===== src/rtl/rx_descrambler_sync_if.sv =====
// rtl/rx_descrambler_sync_if.sv - block stream between gearbox, descrambler and block decoder
interface rx_descrambler_sync_if #(
  parameter int RX_DATA_WIDTH = 64
);
  logic [RX_DATA_WIDTH+1:0] data_in;
  logic                     data_valid;
  logic [RX_DATA_WIDTH-1:0] data_out;
  logic [1:0]               header_out;
  logic                     valid_out;
  logic                     block_lock;
  logic                     bitslip;

  modport master (
    output data_in, data_valid,
    input  data_out, header_out, valid_out, block_lock, bitslip
  );

  modport slave (
    input  data_in, data_valid,
    output data_out, header_out, valid_out, block_lock, bitslip
  );
endinterface


===== src/rtl/rx_descrambler_sync.sv =====
// rtl/rx_descrambler_sync.sv - 64b/66b sync header lock FSM and x^58+x^39+1 descrambler
// Build option: DESCRAMBLER_EN enables descrambling; undefined passes the payload through.
module rx_descrambler_sync #(
  parameter int RX_DATA_WIDTH = 64,
  parameter int LOCK_COUNT    = 64,
  parameter int WINDOW        = 64,
  parameter int ERR_LIMIT     = 16,
  parameter int SLIP_WAIT     = 32
) (
  input  logic               clk,
  input  logic               rst,
  rx_descrambler_sync_if.slave bus
);
  localparam int W  = RX_DATA_WIDTH;
  localparam int GW = $clog2(LOCK_COUNT + 1);
  localparam int NW = $clog2(WINDOW + 1);
  localparam int EW = $clog2(ERR_LIMIT + 1);
  localparam int SW = $clog2(SLIP_WAIT + 1);

  localparam logic [GW-1:0] GOOD_LAST = GW'(LOCK_COUNT - 1);
  localparam logic [NW-1:0] WIN_END   = NW'(WINDOW);
  localparam logic [EW-1:0] ERR_END   = EW'(ERR_LIMIT);
  localparam logic [SW-1:0] SLIP_LAST = SW'(SLIP_WAIT - 1);

  localparam logic [1:0] ST_HUNT   = 2'd0;
  localparam logic [1:0] ST_SLIP   = 2'd1;
  localparam logic [1:0] ST_LOCKED = 2'd2;

  logic [1:0]    r_state, w_state_nxt;
  logic [GW-1:0] r_good_cnt, w_good_nxt;
  logic [NW-1:0] r_win_cnt, w_win_nxt, w_win_inc;
  logic [EW-1:0] r_err_cnt, w_err_nxt, w_err_inc;
  logic [SW-1:0] r_slip_cnt, w_slip_nxt;
  logic          r_lock, w_lock_nxt;
  logic          r_bitslip, w_bitslip_nxt;
  logic          r_valid_out;
  logic [W-1:0]  r_data_out;
  logic [1:0]    r_header_out;

  logic [1:0]    w_hdr;
  logic          w_hdr_ok;
  logic [W-1:0]  w_payload;

  assign w_hdr    = bus.data_in[W+1:W];
  assign w_hdr_ok = w_hdr[1] ^ w_hdr[0];

`ifdef DESCRAMBLER_EN
  logic [57:0] r_hist;
  logic [57:0] w_hist;

  // Serial descramble unrolled over the block; scrambled bits feed the history.
  always_comb begin
    w_hist    = r_hist;
    w_payload = '0;
    for (int i = 0; i < W; i++) begin
      w_payload[i] = bus.data_in[i] ^ w_hist[38] ^ w_hist[57];
      w_hist       = {w_hist[56:0], bus.data_in[i]};
    end
  end

  always_ff @(posedge clk or posedge rst) begin
    if (rst) begin
      r_hist <= '1;
    end else if (bus.data_valid) begin
      r_hist <= w_hist;
    end
  end
`else
  assign w_payload = bus.data_in[W-1:0];
`endif

  assign w_win_inc = r_win_cnt + NW'(1);
  assign w_err_inc = r_err_cnt + EW'(!w_hdr_ok);

  always_comb begin
    w_state_nxt   = r_state;
    w_good_nxt    = r_good_cnt;
    w_win_nxt     = r_win_cnt;
    w_err_nxt     = r_err_cnt;
    w_slip_nxt    = r_slip_cnt;
    w_lock_nxt    = r_lock;
    w_bitslip_nxt = 1'b0;
    case (r_state)
      ST_HUNT: begin
        if (bus.data_valid) begin
          if (!w_hdr_ok) begin
            w_bitslip_nxt = 1'b1;
            w_good_nxt    = '0;
            w_slip_nxt    = '0;
            w_state_nxt   = ST_SLIP;
          end else if (r_good_cnt == GOOD_LAST) begin
            w_lock_nxt  = 1'b1;
            w_good_nxt  = '0;
            w_win_nxt   = '0;
            w_err_nxt   = '0;
            w_state_nxt = ST_LOCKED;
          end else begin
            w_good_nxt = r_good_cnt + GW'(1);
          end
        end
      end
      // Counts clocks, not blocks, so the gearbox has time to settle.
      ST_SLIP: begin
        if (r_slip_cnt == SLIP_LAST) begin
          w_slip_nxt  = '0;
          w_state_nxt = ST_HUNT;
        end else begin
          w_slip_nxt = r_slip_cnt + SW'(1);
        end
      end
      ST_LOCKED: begin
        if (bus.data_valid) begin
          if (w_err_inc == ERR_END) begin
            w_lock_nxt    = 1'b0;
            w_bitslip_nxt = 1'b1;
            w_win_nxt     = '0;
            w_err_nxt     = '0;
            w_slip_nxt    = '0;
            w_state_nxt   = ST_SLIP;
          end else if (w_win_inc == WIN_END) begin
            w_win_nxt = '0;
            w_err_nxt = '0;
          end else begin
            w_win_nxt = w_win_inc;
            w_err_nxt = w_err_inc;
          end
        end
      end
      default: w_state_nxt = ST_HUNT;
    endcase
  end

  always_ff @(posedge clk or posedge rst) begin
    if (rst) begin
      r_state    <= ST_HUNT;
      r_good_cnt <= '0;
      r_win_cnt  <= '0;
      r_err_cnt  <= '0;
      r_slip_cnt <= '0;
      r_lock     <= 1'b0;
      r_bitslip  <= 1'b0;
    end else begin
      r_state    <= w_state_nxt;
      r_good_cnt <= w_good_nxt;
      r_win_cnt  <= w_win_nxt;
      r_err_cnt  <= w_err_nxt;
      r_slip_cnt <= w_slip_nxt;
      r_lock     <= w_lock_nxt;
      r_bitslip  <= w_bitslip_nxt;
    end
  end

  // Gating with the post-update lock makes the locking block the first output
  // and suppresses the block that drops lock.
  always_ff @(posedge clk or posedge rst) begin
    if (rst) begin
      r_valid_out  <= 1'b0;
      r_data_out   <= '0;
      r_header_out <= 2'b00;
    end else begin
      r_valid_out <= bus.data_valid & w_lock_nxt;
      if (bus.data_valid) begin
        r_data_out   <= w_payload;
        r_header_out <= w_hdr;
      end
    end
  end

  assign bus.data_out   = r_data_out;
  assign bus.header_out = r_header_out;
  assign bus.valid_out  = r_valid_out;
  assign bus.block_lock = r_lock;
  assign bus.bitslip    = r_bitslip;
endmodule


===== src/flat_wrapper.sv =====
// flat-port wrapper written by rule: the top's interface ports become plain ports
module rx_descrambler_sync_flat 
#(
  parameter int RX_DATA_WIDTH = 64,
  parameter int LOCK_COUNT    = 64,
  parameter int WINDOW        = 64,
  parameter int ERR_LIMIT     = 16,
  parameter int SLIP_WAIT     = 32
)
  (clk, rst, bus_data_in, bus_data_valid, bus_data_out, bus_header_out, bus_valid_out, bus_block_lock, bus_bitslip);
  rx_descrambler_sync_if #(.RX_DATA_WIDTH(RX_DATA_WIDTH)) bus_i ();
  input  logic clk;
  input  logic rst;
  input wire logic [$bits(bus_i.data_in)-1:0] bus_data_in;
  input wire logic [$bits(bus_i.data_valid)-1:0] bus_data_valid;
  output wire logic [$bits(bus_i.data_out)-1:0] bus_data_out;
  output wire logic [$bits(bus_i.header_out)-1:0] bus_header_out;
  output wire logic [$bits(bus_i.valid_out)-1:0] bus_valid_out;
  output wire logic [$bits(bus_i.block_lock)-1:0] bus_block_lock;
  output wire logic [$bits(bus_i.bitslip)-1:0] bus_bitslip;
  assign bus_i.data_in = bus_data_in;
  assign bus_i.data_valid = bus_data_valid;
  assign bus_data_out = bus_i.data_out;
  assign bus_header_out = bus_i.header_out;
  assign bus_valid_out = bus_i.valid_out;
  assign bus_block_lock = bus_i.block_lock;
  assign bus_bitslip = bus_i.bitslip;
  rx_descrambler_sync #(.RX_DATA_WIDTH(RX_DATA_WIDTH), .LOCK_COUNT(LOCK_COUNT), .WINDOW(WINDOW), .ERR_LIMIT(ERR_LIMIT), .SLIP_WAIT(SLIP_WAIT)) u_core (.clk(clk), .rst(rst), .bus(bus_i));
endmodule

===== config.mk =====
export PLATFORM = sky130hd
export DESIGN_NAME = rx_descrambler_sync_flat
export DESIGN_NICKNAME = d
export VERILOG_FILES = /design/src/rtl/rx_descrambler_sync_if.sv /design/src/rtl/rx_descrambler_sync.sv /design/src/flat_wrapper.sv
export SDC_FILE = /design/constraint.sdc
export NUM_CORES = 1
export LEC_CHECK = 0
export CAP_MARGIN = 5
export CORE_ASPECT_RATIO = 0.5
export CORE_MARGIN = 2
export CORE_UTILIZATION = 31
export CTS_BUF_LIST = sky130_fd_sc_hd__clkbuf_2
export CTS_CLUSTER_DIAMETER = 60
export DETAILED_ROUTE_END_ITERATION = 7
export GPL_ROUTABILITY_DRIVEN = 0
export HOLD_SLACK_MARGIN = 0.1
export PLACE_DENSITY = 0.63
export SYNTH_ARGS = -nofsm -noshare
export SYNTH_HDL_FRONTEND = slang
export SYNTH_SLANG_ARGS = --single-unit

===== constraint.sdc =====
create_clock -name clk -period 3.5 [get_ports clk]
set_clock_uncertainty 0.05 [all_clocks]
set_input_delay 0.7 -clock clk [delete_from_list [all_inputs] [get_ports clk]]
set_output_delay 0.7 -clock clk [all_outputs]
set_load 0.005 [all_outputs]

==> metrics.md <==
| Metric | Value |
|---|---|
| Buffer and inverter count on the worst path | `2` |
| Pleak | `2.410 nW` |
| Clk sinks | `96` |
| Slowest CP cell | `clkdlybuf4s50_1` |
| Final hold vios | `0` |
| Post-synthesis mux area share | `between 10% and 20%` |
| Post-synthesis register bit count | `96` |
| Status | `finished clean` |
| Drt total wl | `9377 microns` |
| Sw Pwr | `slightly above 700 uW` |
| Starting Density | `32.02%` |
| Die X | `166.2 microns` |
| RSZ-0062 raised after global routing | `false` |
| Die area | `14,140 sq um` |
| Logic gate share of total power | `22.7%` |
| Net Count, Synth | `390` |
| EDFF count, synth | `0` |
| Endpoints failing setup | `0` |
| Syn Area/Cell | `12.90 sq um` |
| Overall Global Routing Usage | `roughly 14%` |
| Crit path launch type | `primary input` |
| Yosys warns | `0` |
| Worst-path clk slew | `260 ps` |
| Setup TNS | `0 ps` |
| GRT overflow | `0` |
| # resized after CTS | `0` |
| Root Buffer | `clkbuf_2` |
| Synth Area in Compound Gates | `8.009%` |
| CP delay by family, top | `buffers and inverters` |
| Worst path depth | `10` |
| Worst-path cell chain | `clkdlybuf4s50_1 > xor2_1 > inv_2 > ha_1 > ha_1 > nor2_1 > and3_1 > a21oi_2 > a21o_1 > a21o_1` |
| Ports | `138` |
| Hold_buf cts | `0` |
| Longest Clk Path Bufs | `2` |
| TritonCTS clock tree | `yes` |
| Fmax achieved | `0.3687 GHz` |
| Max rail drop VDD | `0.1830 mV` |
| Antenna violations before repair | `0` |
| Endpoint class of the critical path | `register` |
| DRC Markers | `0` |
| CP required | `between 3000 and 4000 ps` |
| Sequential Power Share | `52.9%` |
| Largest family of logic cells by synthesized area | `multiplexers` |
| Area occupied by multi-input gates | `about 1600 sq um` |
| Seq/Total Area, Yosys | `58.91%` |
| Skew-Pair Late Insertion Delay | `560 ps` |
| Synth-to-Final Area Change | `42.25%` |
| Seq. cell area | `approximately 2400 sq um` |
| Crit path max fanout | `7` |
| Antenna viol nets, final | `0` |
| Vias in the first global route | `2,954` |
| Worst slew pin tran | `between 700 and 800 ps` |
| DR WL/cell | `14.81 microns` |
| Post-Synth Adder-Cell Area | `between 1.5 and 2%` |
| Share of synthesized registers carrying an async set or reset | `100.0%` |
| Cell area after synthesis | `4078 sq um` |
| Post-synthesis simple-gate area fraction | `around a tenth` |
| Critical path type | `in2reg` |
| Via count | `about 3k` |
| Antenna diode count | `0` |
| Pwr per Cell Area | `438.5 nW/um^2` |
| Total clock buffers created by CTS | `9` |
| Final Power | `2.543 mW` |
| Slew Viols, Final | `0` |
| Detail Placement HPWL | `6693 microns` |
| First-pass GRT wire length | `15,190 microns` |
| Internal power | `1.835 mW` |
| R2R depth | `7` |
| Sw Share | `27.85%` |
| Layout cells sized above 1 | `20.52%` |
| Clock power frac | `24.4%` |
| Final period utilization | `around 78%` |
| Final Critical Period | `2713 ps` |
| Fill count | `approximately 1.2k` |
| I/O Buffers | `between 100 and 150` |
| Row count | `29` |
| CP max stage delay | `500 ps` |
| Pin count of the biggest net entering global routing | `57` |
| Hold WC Path Type | `in2async` |
| Core region area | `12,740 sq um` |
| # Max-Cap Violations | `0` |
| Number of distinct library cells after synthesis | `50` |
| Starting DRC count in detailed routing | `178` |
| XOR/XNOR Fraction of Synth Area | `under 10%` |
| Pre-antenna DRT Iters | `4` |
| Post-CTS setup buffer count | `0` |
| Fin nets | `532` |
| Slew headroom | `52.07%` |
| Worst EP arrival | `3140 ps` |
| Die Ht | `roughly 85 microns` |
| Synth Flop Type | `dfrtp_1` |
| Cell count after synthesis | `316` |
| H-tree depth | `3` |
| Vias/cell | `4.660` |
placed cells by master, fill, tap and decap left out, types with 4 or more instances in the layout:
master	synthesis	routed
nand2_1	30	30
nor2_1	12	12
mux2_2	66	66
xor2_1	6	6
nand3_1	7	7
clkdlybuf4s50_1	0	136
o21ai_0	14	14
nor3_1	4	4
dfrtp_1	96	96
a21o_1	6	6
a21oi_1	6	6
clkbuf_2	0	9
ha_1	5	5
flip-flops by register name (all words and copies together), names as in the netlist:
register / flops
u_core.r_good_cnt: 7
u_core.bus.bitslip: 1
u_core.bus.valid_out: 1
u_core.r_win_cnt: 7
u_core.r_err_cnt: 5
u_core.r_slip_cnt: 6
u_core.bus.data_out: 64
u_core.bus.header_out: 2
u_core.r_state: 2
u_core.bus.block_lock: 1
layer usage:
layer | vias to the layer above | GRT usage, % | wire length [microns]
li1 | 1411 | - | -
met1 | 1463 | 17.47 | 4247
met2 | 64 | 22.22 | 4601
met3 | 12 | 4.058 | 379
met4 | 0 | 4.111 | 148
met5 | - | 0 | 0
final cells by class:
| cell class | count | share of cell area [%] |
|---|---|---|
| flip-flops and latches | 96 | 41.41 |
| multi-input cells | 206 | 27.91 |
| repair buffers | 141 | 24.29 |
| well taps | 170 | 3.667 |
| clock inverters | 7 | 1.639 |
| clock buffers | 9 | 0.7765 |
| inverters | 4 | 0.3020 |
Yosys cell counts (2+ instances only):
library cell | number | share of area [%]
a22o_1 | 2 | 0.43
a31oi_1 | 2 | 0.31
nor3_1 | 4 | 0.49
a21o_1 | 6 | 1.1
xor2_1 | 6 | 1.3
or3_1 | 2 | 0.31
buf_1 | 7 | 0.64
and3_1 | 3 | 0.46
nand3_1 | 7 | 0.86
ha_1 | 5 | 1.5
o21ai_1 | 2 | 0.25
a32o_1 | 2 | 0.49
nor2_1 | 12 | 1.1
nand2_1 | 30 | 2.8
a21oi_1 | 6 | 0.74
inv_1 | 3 | 0.28
o21ai_0 | 14 | 1.7
buf_2 | 3 | 0.37
o211ai_1 | 2 | 0.37
mux2_2 | 66 | 18
dfrtp_1 | 96 | 59
nor3_2 | 2 | 0.49
xnor2_1 | 3 | 0.64
nand4_1 | 3 | 0.46
nand2b_1 | 3 | 0.46
cells by family (layout without fill, tap and decap cells):
kind of cell,after synthesis,count (layout)
mux,67,67
fa+ha+maj,5,5
simple gates,77,77
flops,96,96
xor+xnor,9,9
buf+inv,14,161
compound gates,48,48
per-stage QoR:
step                setup slack [ps]  instances  instance area [sq um]  utilization [%]  hold WS [ps]
floorplan                      244.6        316                   4078                -         400.9
detailed placement             183.6        617                   5660            44.44         428.8
global route                   656.2        633                   5801            45.54         390.9
CTS                            835.2        633                   5801            45.54         390.4
finish                         787.5        633                   5801            45.54         440.0
global placement               225.5        617                   5660            44.44         419.2
power groups by stage:
stage	registers [mW]	clock network [mW]	logic, mW
after floorplan	1.36	0	0.274
after global placement	1.36	0	0.575
after detailed placement	1.36	0	0.585
after CTS	1.35	0.655	0.587
after global routing	1.36	0.700	0.630
final	1.35	0.621	0.577
path summary, 6_finish.rpt:
path | from | to | slack [ps]
worst min-delay path | rst | u_core.bus.data_out[5] | 440
worst min register to register | u_core.r_good_cnt[5] | u_core.r_good_cnt[5] | 450
worst max-delay path | bus_data_in[65] | u_core.r_win_cnt[4] | 790
max in group asynchronous | rst | u_core.r_win_cnt[0] | 2270
worst max register to register | u_core.r_err_cnt[0] | u_core.r_win_cnt[4] | 1430
min in group clk | u_core.r_good_cnt[5] | u_core.r_good_cnt[5] | 450
Note: power is estimated with default switching activity, not from simulation.
